**config.mk**
```make
export PLATFORM = sky130hd
export DESIGN_NAME = qu_bin2bcd_seq_flat
export DESIGN_NICKNAME = d
export VERILOG_FILES = /design/src/rtl/qu_disp_pkg.sv /design/src/rtl/qu_bin2bcd_seq_if.sv /design/src/rtl/qu_bin2bcd_seq_bcd_add3.sv /design/src/rtl/qu_bin2bcd_seq.sv /design/src/flat_wrapper.sv
export SDC_FILE = /design/constraint.sdc
export NUM_CORES = 1
export LEC_CHECK = 0
export CAP_MARGIN = 20
export CORE_ASPECT_RATIO = 1.2
export CORE_UTILIZATION = 43
export CTS_CLUSTER_SIZE = 20
export DETAILED_ROUTE_END_ITERATION = 8
export PLACE_DENSITY = 0.67
export SYNTH_ARGS = -nofsm -noshare
export SYNTH_HDL_FRONTEND = slang
export SYNTH_SLANG_ARGS = --single-unit
```
**constraint.sdc**
```tcl
create_clock -name clk_3 -period 2 [get_ports clk_3]
set_clock_uncertainty 0.15 [all_clocks]
set_input_delay 0.4 -clock clk_3 [delete_from_list [all_inputs] [get_ports clk_3]]
set_output_delay 0.4 -clock clk_3 [all_outputs]
set_load 0.005 [all_outputs]
```
**src/rtl/qu_disp_pkg.sv**
```systemverilog
// Shared QU display-path definitions: default widths, blank nibble code, converter state encoding.
package qu_disp_pkg;

    localparam int          QU_IN_W       = 16;
    localparam int          QU_DIGITS     = 5;
    localparam logic [3:0]  QU_BLANK_CODE = 4'hF;
    localparam int          QU_CNT_W      = $clog2(QU_IN_W + 1);

    typedef enum logic [1:0] {
        IDLE,
        SHIFT,
        DONE
    } qu_cvt_state_t;

endpackage

```
**src/rtl/qu_bin2bcd_seq_if.sv**
```systemverilog
// Start/busy/done conversion handshake between the QU arithmetic core and the binary-to-BCD converter.
interface qu_bin2bcd_seq_if #(
    parameter int IN_W   = 16,
    parameter int DIGITS = 5
);
    logic                  start;
    logic [IN_W-1:0]       bin_in;
    logic                  busy;
    logic                  done;
    logic [4*DIGITS-1:0]   bcd_out;

    modport master (output start, bin_in, input busy, done, bcd_out);
    modport slave  (input start, bin_in, output busy, done, bcd_out);
endinterface

```
**src/rtl/qu_bin2bcd_seq_bcd_add3.sv**
```systemverilog
// Double-dabble nibble corrector: adds 3 to any BCD digit of 5 or more, no carry out.
module bcd_add3 (
    input  logic [3:0] din,
    output logic [3:0] dout
);
    assign dout = (din >= 4'd5) ? din + 4'd3 : din;
endmodule

```
**src/rtl/qu_bin2bcd_seq.sv**
```systemverilog
// Sequential double-dabble binary-to-BCD converter; result and done one cycle after IN_W shifts (IN_W+1 edges), start ignored while busy.
// Optional QU_LEADING_BLANK_EN replaces leading zero digits (never digit 0) with BLANK_CODE.
module qu_bin2bcd_seq
    import qu_disp_pkg::*;
#(
    parameter int IN_W   = QU_IN_W,
    parameter int DIGITS = QU_DIGITS
`ifdef QU_LEADING_BLANK_EN
    , parameter logic [3:0] BLANK_CODE = QU_BLANK_CODE
`endif
) (
    input  logic                  clk_3,
    input  logic                  clr,
    qu_bin2bcd_seq_if.slave       bus
);
    localparam int BCD_W = 4 * DIGITS;
    localparam int SH_W  = BCD_W + IN_W;
    localparam int CW    = $clog2(IN_W + 1);

    qu_cvt_state_t      state;
    logic [SH_W-1:0]    sh;
    logic [SH_W-1:0]    sh_c;
    logic [BCD_W-1:0]   corr;
    logic [BCD_W-1:0]   res;
    logic [BCD_W-1:0]   bcd_q;
    logic [CW-1:0]      cnt;
    logic               busy_q;
    logic               done_q;

    for (genvar g = 0; g < DIGITS; g++) begin : g_add3
        bcd_add3 u_add3 (
            .din  (sh[IN_W + 4*g +: 4]),
            .dout (corr[4*g +: 4])
        );
    end

    assign sh_c = {corr, sh[IN_W-1:0]};

`ifdef QU_LEADING_BLANK_EN
    logic lead;
    always_comb begin
        res  = sh[SH_W-1 -: BCD_W];
        lead = 1'b1;
        for (int d = DIGITS - 1; d >= 1; d--) begin
            if (lead && (res[4*d +: 4] == 4'd0))
                res[4*d +: 4] = BLANK_CODE;
            else
                lead = 1'b0;
        end
    end
`else
    assign res = sh[SH_W-1 -: BCD_W];
`endif

    always_ff @(posedge clk_3 or posedge clr) begin
        if (clr) begin
            state  <= IDLE;
            busy_q <= 1'b0;
            done_q <= 1'b0;
            bcd_q  <= '0;
            sh     <= '0;
            cnt    <= '0;
        end else begin
            done_q <= 1'b0;
            unique case (state)
                IDLE: begin
                    if (bus.start) begin
                        sh     <= {{BCD_W{1'b0}}, bus.bin_in};
                        cnt    <= CW'(IN_W);
                        busy_q <= 1'b1;
                        state  <= SHIFT;
                    end
                end
                SHIFT: begin
                    // correct first, then shift: one full dabble step per clock
                    sh  <= sh_c << 1;
                    cnt <= cnt - CW'(1);
                    if (cnt == CW'(1))
                        state <= DONE;
                end
                DONE: begin
                    bcd_q  <= res;
                    done_q <= 1'b1;
                    busy_q <= 1'b0;
                    state  <= IDLE;
                end
                default: state <= IDLE;
            endcase
        end
    end

    assign bus.busy    = busy_q;
    assign bus.done    = done_q;
    assign bus.bcd_out = bcd_q;

endmodule

```
**src/flat_wrapper.sv**
```systemverilog
// flat-port wrapper written by rule: the top's interface ports become plain ports
module qu_bin2bcd_seq_flat import qu_disp_pkg::*;
#(
    parameter int IN_W   = QU_IN_W,
    parameter int DIGITS = QU_DIGITS

)
  (clk_3, clr, bus_start, bus_bin_in, bus_busy, bus_done, bus_bcd_out);
  qu_bin2bcd_seq_if #(.IN_W(IN_W), .DIGITS(DIGITS)) bus_i ();
  input  logic clk_3;
  input  logic clr;
  input wire logic [$bits(bus_i.start)-1:0] bus_start;
  input wire logic [$bits(bus_i.bin_in)-1:0] bus_bin_in;
  output wire logic [$bits(bus_i.busy)-1:0] bus_busy;
  output wire logic [$bits(bus_i.done)-1:0] bus_done;
  output wire logic [$bits(bus_i.bcd_out)-1:0] bus_bcd_out;
  assign bus_i.start = bus_start;
  assign bus_i.bin_in = bus_bin_in;
  assign bus_busy = bus_i.busy;
  assign bus_done = bus_i.done;
  assign bus_bcd_out = bus_i.bcd_out;
  qu_bin2bcd_seq #(.IN_W(IN_W), .DIGITS(DIGITS)) u_core (.clk_3(clk_3), .clr(clr), .bus(bus_i));
endmodule
```
Yosys cells after proc, flatten, opt, wreduce, memory -nomap -nowiden
Cells that the tools add are included.
- register bits: 65
- input bits: 19
- output and inout port bits: 22
- word-level logic and storage cells: 43
- add/subtract/negate cells: 6
- order comparisons: 5
- eq/ne operators: 5
- multiplexer cells: 15
- reductions and logical operators: 6
- operators with widths (cell ; count):
    $pmux W36 S2 ; 1
    $mux W36 ; 1
    $ge A4 B3 Y1 const B ; 5
    $add A4 B2 Y4 const B ; 4
    $mux W4 ; 4
    $pmux W5 S2 ; 1
    $reduce_and A2 Y1 ; 3
    $eq A5 B1 Y1 const B ; 1
    $mux W5 ; 1
    $sub A5 B1 Y5 const B ; 1
    $mux W2 ; 2
    $pmux W2 S2 ; 1
    $reduce_bool A2 Y1 ; 2
    $add A3 B2 Y3 const B ; 1
    $mux W3 ; 1
    $eq A2 B1 Y1 const B ; 1
    $eq A2 B2 Y1 const B ; 1
    $logic_not A2 Y1 ; 1
    $mux W1 ; 2
    $ne A2 B1 Y1 const B ; 1
    $ne A2 B2 Y1 const B ; 1
    $pmux W1 S2 ; 1

Longest topological paths before layout
Gate-level depths: netlist of run 1.
- depth after elaboration: 3
- mapped depth: 6
- mapped depth without buffers: 6

Modules after synthesis
A second synthesis of run 1 with hierarchy kept.
- cells, all modules: 293
- area total of the unflattened synthesis: 3206.8 µm²
- by module, submodules not included (module ; times used ; cells an instance ; area each (µm²) ; seq. area each (µm²)):
    qu_bin2bcd_seq ; 1 ; 213 ; 2700.1 ; 1626.6
    bcd_add3 ; 5 ; 16 ; 101.3 ; 0.0

Least setup slack after synthesis of run 1
OpenSTA, ideal clock, no wires.
- path type: flip-flop to flip-flop
- from: reg u_core.sh[24]
- to: reg u_core.sh[26]
- library setup time: 0.121 ns
- arrival time: 1.278 ns
- data required time: 1.729 ns
- slack: 0.451 ns
- stages on the path, launching flop included: 7
- path buffers: 0
- clock period less this slack: 1.549 ns
- cells stage by stage: dfrtp_1 inv_1 ha_1 nand2b_1 a21oi_1 mux2i_1 a22o_1
- longest elaborated chain between the ends: 3
- elaborated cells between the ends (all ways): 4
- classes of those cells: 1 x add/sub; 1 x order compare; 2 x mux
- ends and longest elaborated chain (item ; RTL line ; source):
    start: declaration ; qu_bin2bcd_seq.sv:21 ; logic [SH_W-1:0] sh;
    start signal: assignment ; qu_bin2bcd_seq.sv:68 ; sh <= {{BCD_W{1'b0}}, bus.bin_in};
    start signal: assignment ; qu_bin2bcd_seq.sv:76 ; sh <= sh_c << 1;
    $add A4 B2 Y4 / $ge A4 B3 Y1 (equally long branches) ; qu_bin2bcd_seq_bcd_add3.sv:6 ; assign dout = (din >= 4'd5) ? din + 4'd3 : din;
    $mux W4 * ; qu_bin2bcd_seq_bcd_add3.sv:6 ;
    $pmux W36 S2 * ; qu_bin2bcd_seq.sv:65 ; unique case (state)
Mark *: on every way between the ends. The rest lies on a longest branch, timed or not.
A chain may end at the register's enable or synchronous reset.

Worst setup path in the final report of run 1
- from: reg u_core.busy_q (netlist: u_core.bus.busy)
- to: out bus_busy
- RTL lines (item ; RTL line ; source):
    start: declaration ; qu_bin2bcd_seq.sv:27 ; logic busy_q;
    start signal: assignment ; qu_bin2bcd_seq.sv:58 ; busy_q <= 1'b0;
    start signal: assignment ; qu_bin2bcd_seq.sv:70 ; busy_q <= 1'b1;
    start signal: assignment ; qu_bin2bcd_seq.sv:84 ; busy_q <= 1'b0;
    end: declaration ; flat_wrapper.sv:14 ; output wire logic [$bits(bus_i.busy)-1:0] bus_busy;
No word-level cell between the ends.

==> results of run 1 <==
-- layout make-up --
type                    count  area [um^2]  share of cell area
clock inverters             6         90.1              0.0239
clock buffers              10          138              0.0366
inverters                  14         56.3              0.0150
multi-input cells         189         1250               0.334
repair buffers             50          488               0.130
well taps                  87          109              0.0289
flip-flops and latches     65         1630               0.432
-- synthesized netlist by cell type --
cell type,count
mux2_2,10
a22o_1,6
nand2_1,42
xnor2_1,5
mux2i_1,6
nor4b_1,1
o21ai_0,45
buf_4,1
inv_1,14
o31ai_1,1
o21ai_1,1
clkbuf_1,3
o21ai_2,1
a21oi_1,8
nor3_2,1
nor3b_1,3
nor3_1,5
nand3_1,7
clkbuf_4,1
o31ai_2,1
dfrtp_1,65
or4_4,1
and2_1,1
nand3_2,1
nor2b_4,2
ha_1,12
nor2b_1,1
o21bai_4,1
xor2_1,1
buf_2,6
buf_6,4
a22oi_1,15
nand2b_4,2
nand2b_1,6
nor2_1,3
-- state kept, by name, summed over array words and instances (netlist names) --
signal	cells
u_core.sh	36
u_core.bus.bcd_out	20
u_core.cnt	5
u_core.state	2
u_core.bus.busy	1
u_core.bus.done	1
-- layer usage --
metal,global-route usage,vias to the layer above,part of all wire
met4,0.0741,0,0.012
li1,-,1076,-
met1,0.221,1041,0.47
met3,0.0466,7,0.028
met2,0.270,41,0.49
met5,0,-,0
-- layout by cell type, fill, tap and decap left out, drive strengths merged --
cell and n:
dfrtp 65, o21ai 47, nand2 42, clkdlybuf4s50 40, a22oi 15, inv 14
ha 12, mux2 10, clkbuf 10, buf 10, a21oi 8, nand3 8
nand2b 8, a22o 6, mux2i 6, nor3 6, xnor2 5, nor3b 3
nor2 3, nor2b 3, clkinvlp 2, bufinv 2, o31ai 2, clkinv 2
o21bai 1, xor2 1, or4 1, nor4b 1, and2 1
-- kinds of logic (layout without fill, tap and decap cells) --
family	count (synthesis)	count (layout)	synth area share
AOI/OAI and AO/OA	79	79	0.159
xor gates and xnor gates	6	6	0.0173
adders and majority gates	12	12	0.0495
buffers and inverters	29	80	0.0507
DFF	65	65	0.536
muxes	16	16	0.0569
and+or+nand+nor	76	76	0.131
-- worst max path at each step --
stage | startpoint | end | slack [ns]
final | u_core.bus.busy | bus_busy | 0.26
after global routing | u_core.sh[24] | u_core.sh[26] | 0.1
after CTS | u_core.bus.bcd_out[10] | bus_bcd_out[10] | 0.23
after detailed placement | bus_start | u_core.sh[8] | -0.02
after global placement | bus_start | u_core.sh[12] | 0.12
after floorplan | u_core.sh[24] | u_core.sh[26] | 0.45
-- power by group through the flow --
stage | Combinational (mW) | Clock [mW] | Sequential [mW]
floorplan | 1.50 | 0 | 2.19
global placement | 2.08 | 0 | 2.27
detailed placement | 2.16 | 0 | 2.29
CTS | 2.17 | 1.29 | 2.27
global route | 2.43 | 1.36 | 2.34
finish | 2.13 | 1.26 | 2.26
==> impl_metrics.json, run 1 <==
{
  "outcome": "complete, no violations",
  "rrSetupSlack_ns": 0.27,
  "yosysSeqAreaShare": 0.536,
  "slowest_stage": "clkdlybuf4s50_1",
  "instances_no_fill": 421,
  "wl_mm": 5.52,
  "report.final.slew_viol_count": 0,
  "path_class": "flip-flop to primary output",
  "ys_seq_elements": 65,
  "drt_iter0_drc": 77,
  "finalCoreUtilization": 0.552,
  "fmaxAchievable_ghz": 0.574,
  "place_hpwl_mm": 3.71,
  "rr_worst_depth": 6,
  "min_path_type": "flip-flop to flip-flop",
  "crit_buf_inv": 1,
  "internal_power_mw": 3.72,
  "place_ws_ns": -0.0165,
  "switching_share": 0.342,
  "post_cts_resized": 0,
  "drtAntennaViolNets": 0,
  "final_nets": 360,
  "syn-instance-count": 283,
  "combPwrFrac": 0.377,
  "n_antenna_cell": 0,
  "hold_depth": 2,
  "power_frac_clock": 0.222,
  "dpl_cell_area_um2": 3530,
  "critical-path-top-delay-family": "buffers and inverters",
  "die_height_um": 94.0,
  "gp_congestion": 0.743,
  "drt-wirelength-per-cell_um": 13.1,
  "antenna_found_initial": 0,
  "die_width_um": 78.7,
  "syn_area_um2": 3040,
  "cp-start-kind": "flip-flop",
  "syn2layout_area_growth_pct": 23.9,
  "vias": 2165,
  "syn_area_per_cell_um2": 10.7,
  "cts_buffers": 9,
  "cp_num_cells": 1,
  "powerDensity_nw_per_um2": 1500,
  "worstMarginPinSlew_ns": 0.469,
  "setup_tns_ns": 0,
  "irDropWorstVdd_mv": 0.642,
  "seq_power_share": 0.401,
  "timing.final.ws_setup_ns": 0.258,
  "grt.overflow.total": 0,
  "fin_crit_sh": 0.871,
  "leakage_nw": 1.69,
  "path_max_fanout": 2,
  "ys_warn_count": 0,
  "hold_viol_final": 0,
  "arrival_ns": 1.19,
  "hold_ws_ns": 0.328,
  "grt_usage": 0.171,
  "synth_area_leader_cell": "dfrtp_1",
  "reg2reg_from": "u_core.sh[24]",
  "start_util": 0.446,
  "p_total_mw": 5.65,
  "nFillCells": 606,
  "synth.net_count": 314,
  "port_buffers": 40,
  "htree_num_levels": 3,
  "crit_path_end_kind": "primary output",
  "hp-start": "u_core.bus.bcd_out[8]",
  "top_level_ports": 41,
  "yosysUniqueCellTypes": 35,
  "clkLatencyLatePin_ns": 0.34,
  "cap_viol_max_count": 0,
  "grt_setup_unrepaired": "false",
  "num_rows": 33,
  "r2r_end": "u_core.sh[26]",
  "grt_max_degree": 66,
  "setup_viol": 0,
  "power.switching_mw": 1.93,
  "path_clk_slew_ns": 0.08,
  "cts_setup_buffers": 0,
  "relSlewSlack": 0.688,
  "yosysTopAreaCellShare": 0.536,
  "cpPeakStageDelay_ns": 0.50,
  "drcViolationCount": 0,
  "crit_chain": "clkdlybuf4s50_1",
  "core_area_um2": 6810,
  "cts_tree": "yes",
  "grt_pass1_vias": 2092,
  "cts_buffer_depth": 2,
  "cp.required_ns": 1.45,
  "layout_min_cycle_time_ns": 1.74,
  "die_area_um2": 7400,
  "first_pass_iters": 6,
  "via_per_inst": 5.14,
  "clock_sinks": 65,
  "hold_end": "u_core.bus.bcd_out[8]",
  "drive_gt1_frac": 0.141,
  "cts_root_buf": "clkbuf_8",
  "grt_pass1_wl_mm": 9.66,
  "stdcell_area_um2": 3760,
  "hold_buffers": 0,
  "synth.area.top_cells": "dfrtp_1 54%, o21ai_0 7.4%, nand2_1 5.2%, ha_1 4.9%, a22oi_1 3.7%",
  "placedCellCount": 405
}
No activity file was read; power rests on OpenSTA's default activity.
==> run 2: changes to the inputs <==
--- a/config.mk
+++ b/config.mk
@@ -5,6 +5,7 @@
 export SDC_FILE = /design/constraint.sdc
 export NUM_CORES = 1
 export LEC_CHECK = 0
+export ABC_AREA = 1
 export CAP_MARGIN = 20
 export CORE_ASPECT_RATIO = 1.2
 export CORE_UTILIZATION = 43
==> run 2 against run 1 <==
Power down 4.6%. Sequential power down 4%. Combinational power up 8%. Clock power down 28%. Sequential cell count unchanged. Die area up 0.61%. Global-route usage up 0.48 points. Worst hold slack worse by 0.072 ns. Largest cell class unchanged. Largest power group is now combinational cells. Highest routed layer unchanged.
==> impl_metrics.json, run 2 <==
{
  "outcome": "complete, no violations",
  "cts_tree": "yes",
  "power.switching_mw": 2.12,
  "yosysTopAreaCellShare": 0.533,
  "crit_buf_inv": 1,
  "antenna_found_initial": 0,
  "drcViolationCount": 0,
  "setup_viol": 0,
  "clock_sinks": 65,
  "htree_num_levels": 3,
  "critical-path-top-delay-family": "buffers and inverters",
  "finalCoreUtilization": 0.545,
  "hold_ws_ns": 0.256,
  "drt_iter0_drc": 91,
  "synth_area_leader_cell": "dfrtp_1",
  "synth_enable_flop_cells": 0,
  "instances_no_fill": 507,
  "relSlewSlack": 0.738,
  "vias": 2501,
  "grt.overflow.total": 0,
  "port_buffers": 40,
  "yosysMostFrequentCell": "nand2_1",
  "leakage_nw": 1.87,
  "grt_pass1_wl_mm": 10.1,
  "grt_pass1_vias": 2389,
  "place_hpwl_mm": 4.09,
  "ys_top_cells_by_count": "137 x nand2_1, 65 x dfrtp_1, 43 x nand3_1, 38 x inv_1, 21 x o21ai_1",
  "clkLatencyLatePin_ns": 0.33,
  "first_pass_iters": 4,
  "setup_tns_ns": 0,
  "grt_max_degree": 31,
  "cts_buffers": 9,
  "n_antenna_cell": 0,
  "hold_viol_final": 0,
  "stdcell_area_um2": 3730,
  "report.final.slew_viol_count": 0,
  "seq_power_share": 0.404,
  "rrSetupSlack_ns": 0.46,
  "via_per_inst": 4.93,
  "reg2reg_from": "u_core.state[0]",
  "die_area_um2": 7450,
  "yosysSeqAreaShare": 0.533,
  "r2r_end": "u_core.sh[22]",
  "crit_path_end_kind": "primary output",
  "grt_usage": 0.176,
  "syn2layout_area_growth_pct": 22.2,
  "synth.net_count": 402,
  "drive_gt1_frac": 0.0595,
  "min_path_type": "input port to async pin",
  "rr_worst_depth": 5,
  "syn_area_per_cell_um2": 8.23,
  "async_reset_ff_frac": 1.00,
  "post_cts_resized": 0,
  "synth.area.top_cells": "dfrtp_1 53%, nand2_1 17%, nand3_1 7.0%, ha_1 4.9%, inv_1 4.7%",
  "grt_setup_unrepaired": "false",
  "timing.final.ws_setup_ns": 0.243,
  "syn_area_um2": 3050,
  "cpPeakStageDelay_ns": 0.51,
  "fmaxAchievable_ghz": 0.569,
  "ys_warn_count": 0,
  "die_height_um": 94.3,
  "path_clk_slew_ns": 0.06,
  "yosysUniqueCellTypes": 16,
  "worstMarginPinSlew_ns": 0.392,
  "p_total_mw": 5.39,
  "drt-wirelength-per-cell_um": 11.4,
  "nFillCells": 667,
  "top_level_ports": 41,
  "fin_crit_sh": 0.879,
  "path_max_fanout": 2,
  "cp.required_ns": 1.45,
  "powerDensity_nw_per_um2": 1440,
  "crit_chain": "clkdlybuf4s50_1",
  "cts_setup_buffers": 0,
  "start_util": 0.446,
  "syn-instance-count": 371,
  "ys.flop_type": "dfrtp_1",
  "cap_viol_max_count": 0,
  "switching_share": 0.395,
  "placedCellCount": 494,
  "irDropWorstVdd_mv": 0.646,
  "place_ws_ns": 0.224,
  "slowest_stage": "clkdlybuf4s50_1",
  "combPwrFrac": 0.428,
  "die_width_um": 78.9,
  "power_frac_clock": 0.169,
  "final_nets": 449,
  "largest_reg_flops": 36,
  "core_area_um2": 6850,
  "hold_buffers": 0,
  "wl_mm": 5.78,
  "cp-start-kind": "flip-flop",
  "regMostFlops": "u_core.sh",
  "dpl_cell_area_um2": 3580,
  "cts_buffer_depth": 2,
  "layout_common_cells": "137 x nand2_1, 65 x dfrtp_1, 43 x nand3_1, 40 x clkdlybuf4s50_1, 37 x inv_1",
  "internal_power_mw": 3.26,
  "layout_min_cycle_time_ns": 1.76,
  "ys_seq_elements": 65,
  "final_common_cell": "nand2_1",
  "gp_congestion": 0.799,
  "path_class": "flip-flop to primary output",
  "arrival_ns": 1.21,
  "num_rows": 33,
  "cts_root_buf": "clkbuf_8",
  "drtAntennaViolNets": 0
}
-- run 2: kinds of logic (layout without fill, tap and decap cells) --
family	after synthesis	count (layout)	synth area share
and+or+nand+nor	197	197	0.270
AOI/OAI and AO/OA	44	44	0.0746
buffers and inverters	53	102	0.0733
DFF	65	65	0.533
adders and majority gates	12	12	0.0492
-- run 2: how the worst max path moves through the flow --
stage                                from            end  slack [ns]  cells past startpoint
after floorplan             u_core.sh[24]  u_core.sh[25]        0.70                      8
after global placement          bus_start  u_core.cnt[4]        0.25                      5
after detailed placement        bus_start  u_core.cnt[4]        0.22                      5
after CTS                 u_core.bus.busy       bus_busy        0.22                      1
after global routing      u_core.bus.busy       bus_busy        0.20                      1
final                     u_core.bus.busy       bus_busy        0.24                      1
-- run 2: power by group through the flow --
stage          logic (mW)  clock network [mW]  registers (mW)
6_report             2.30               0.908            2.17
5_1_grt              2.72               0.994            2.23
4_1_cts              2.34               0.938            2.18
3_5_place_dp         2.33                   0            2.19
3_3_place_gp         2.26                   0            2.18
2_1_floorplan        1.69                   0            2.13
-- run 2: layer usage --
metal	GRT usage	share of wire	vias up	wire [um]
li1	-	-	1293	-
met1	0.206	0.46	1162	2680
met2	0.301	0.49	42	2850
met3	0.0485	0.034	4	196
met4	0.0803	0.0088	0	51
met5	0	0	-	0
-- run 2: cell type report --
cell class,instances,area (um^2),share of cell area
flip-flops and latches,65,1630,0.436
well taps,87,109,0.0292
multi-input cells,253,1200,0.322
repair buffers,48,485,0.130
clock inverters,1,5.00,0.00134
clock buffers,12,145,0.0389
inverters,41,158,0.0422
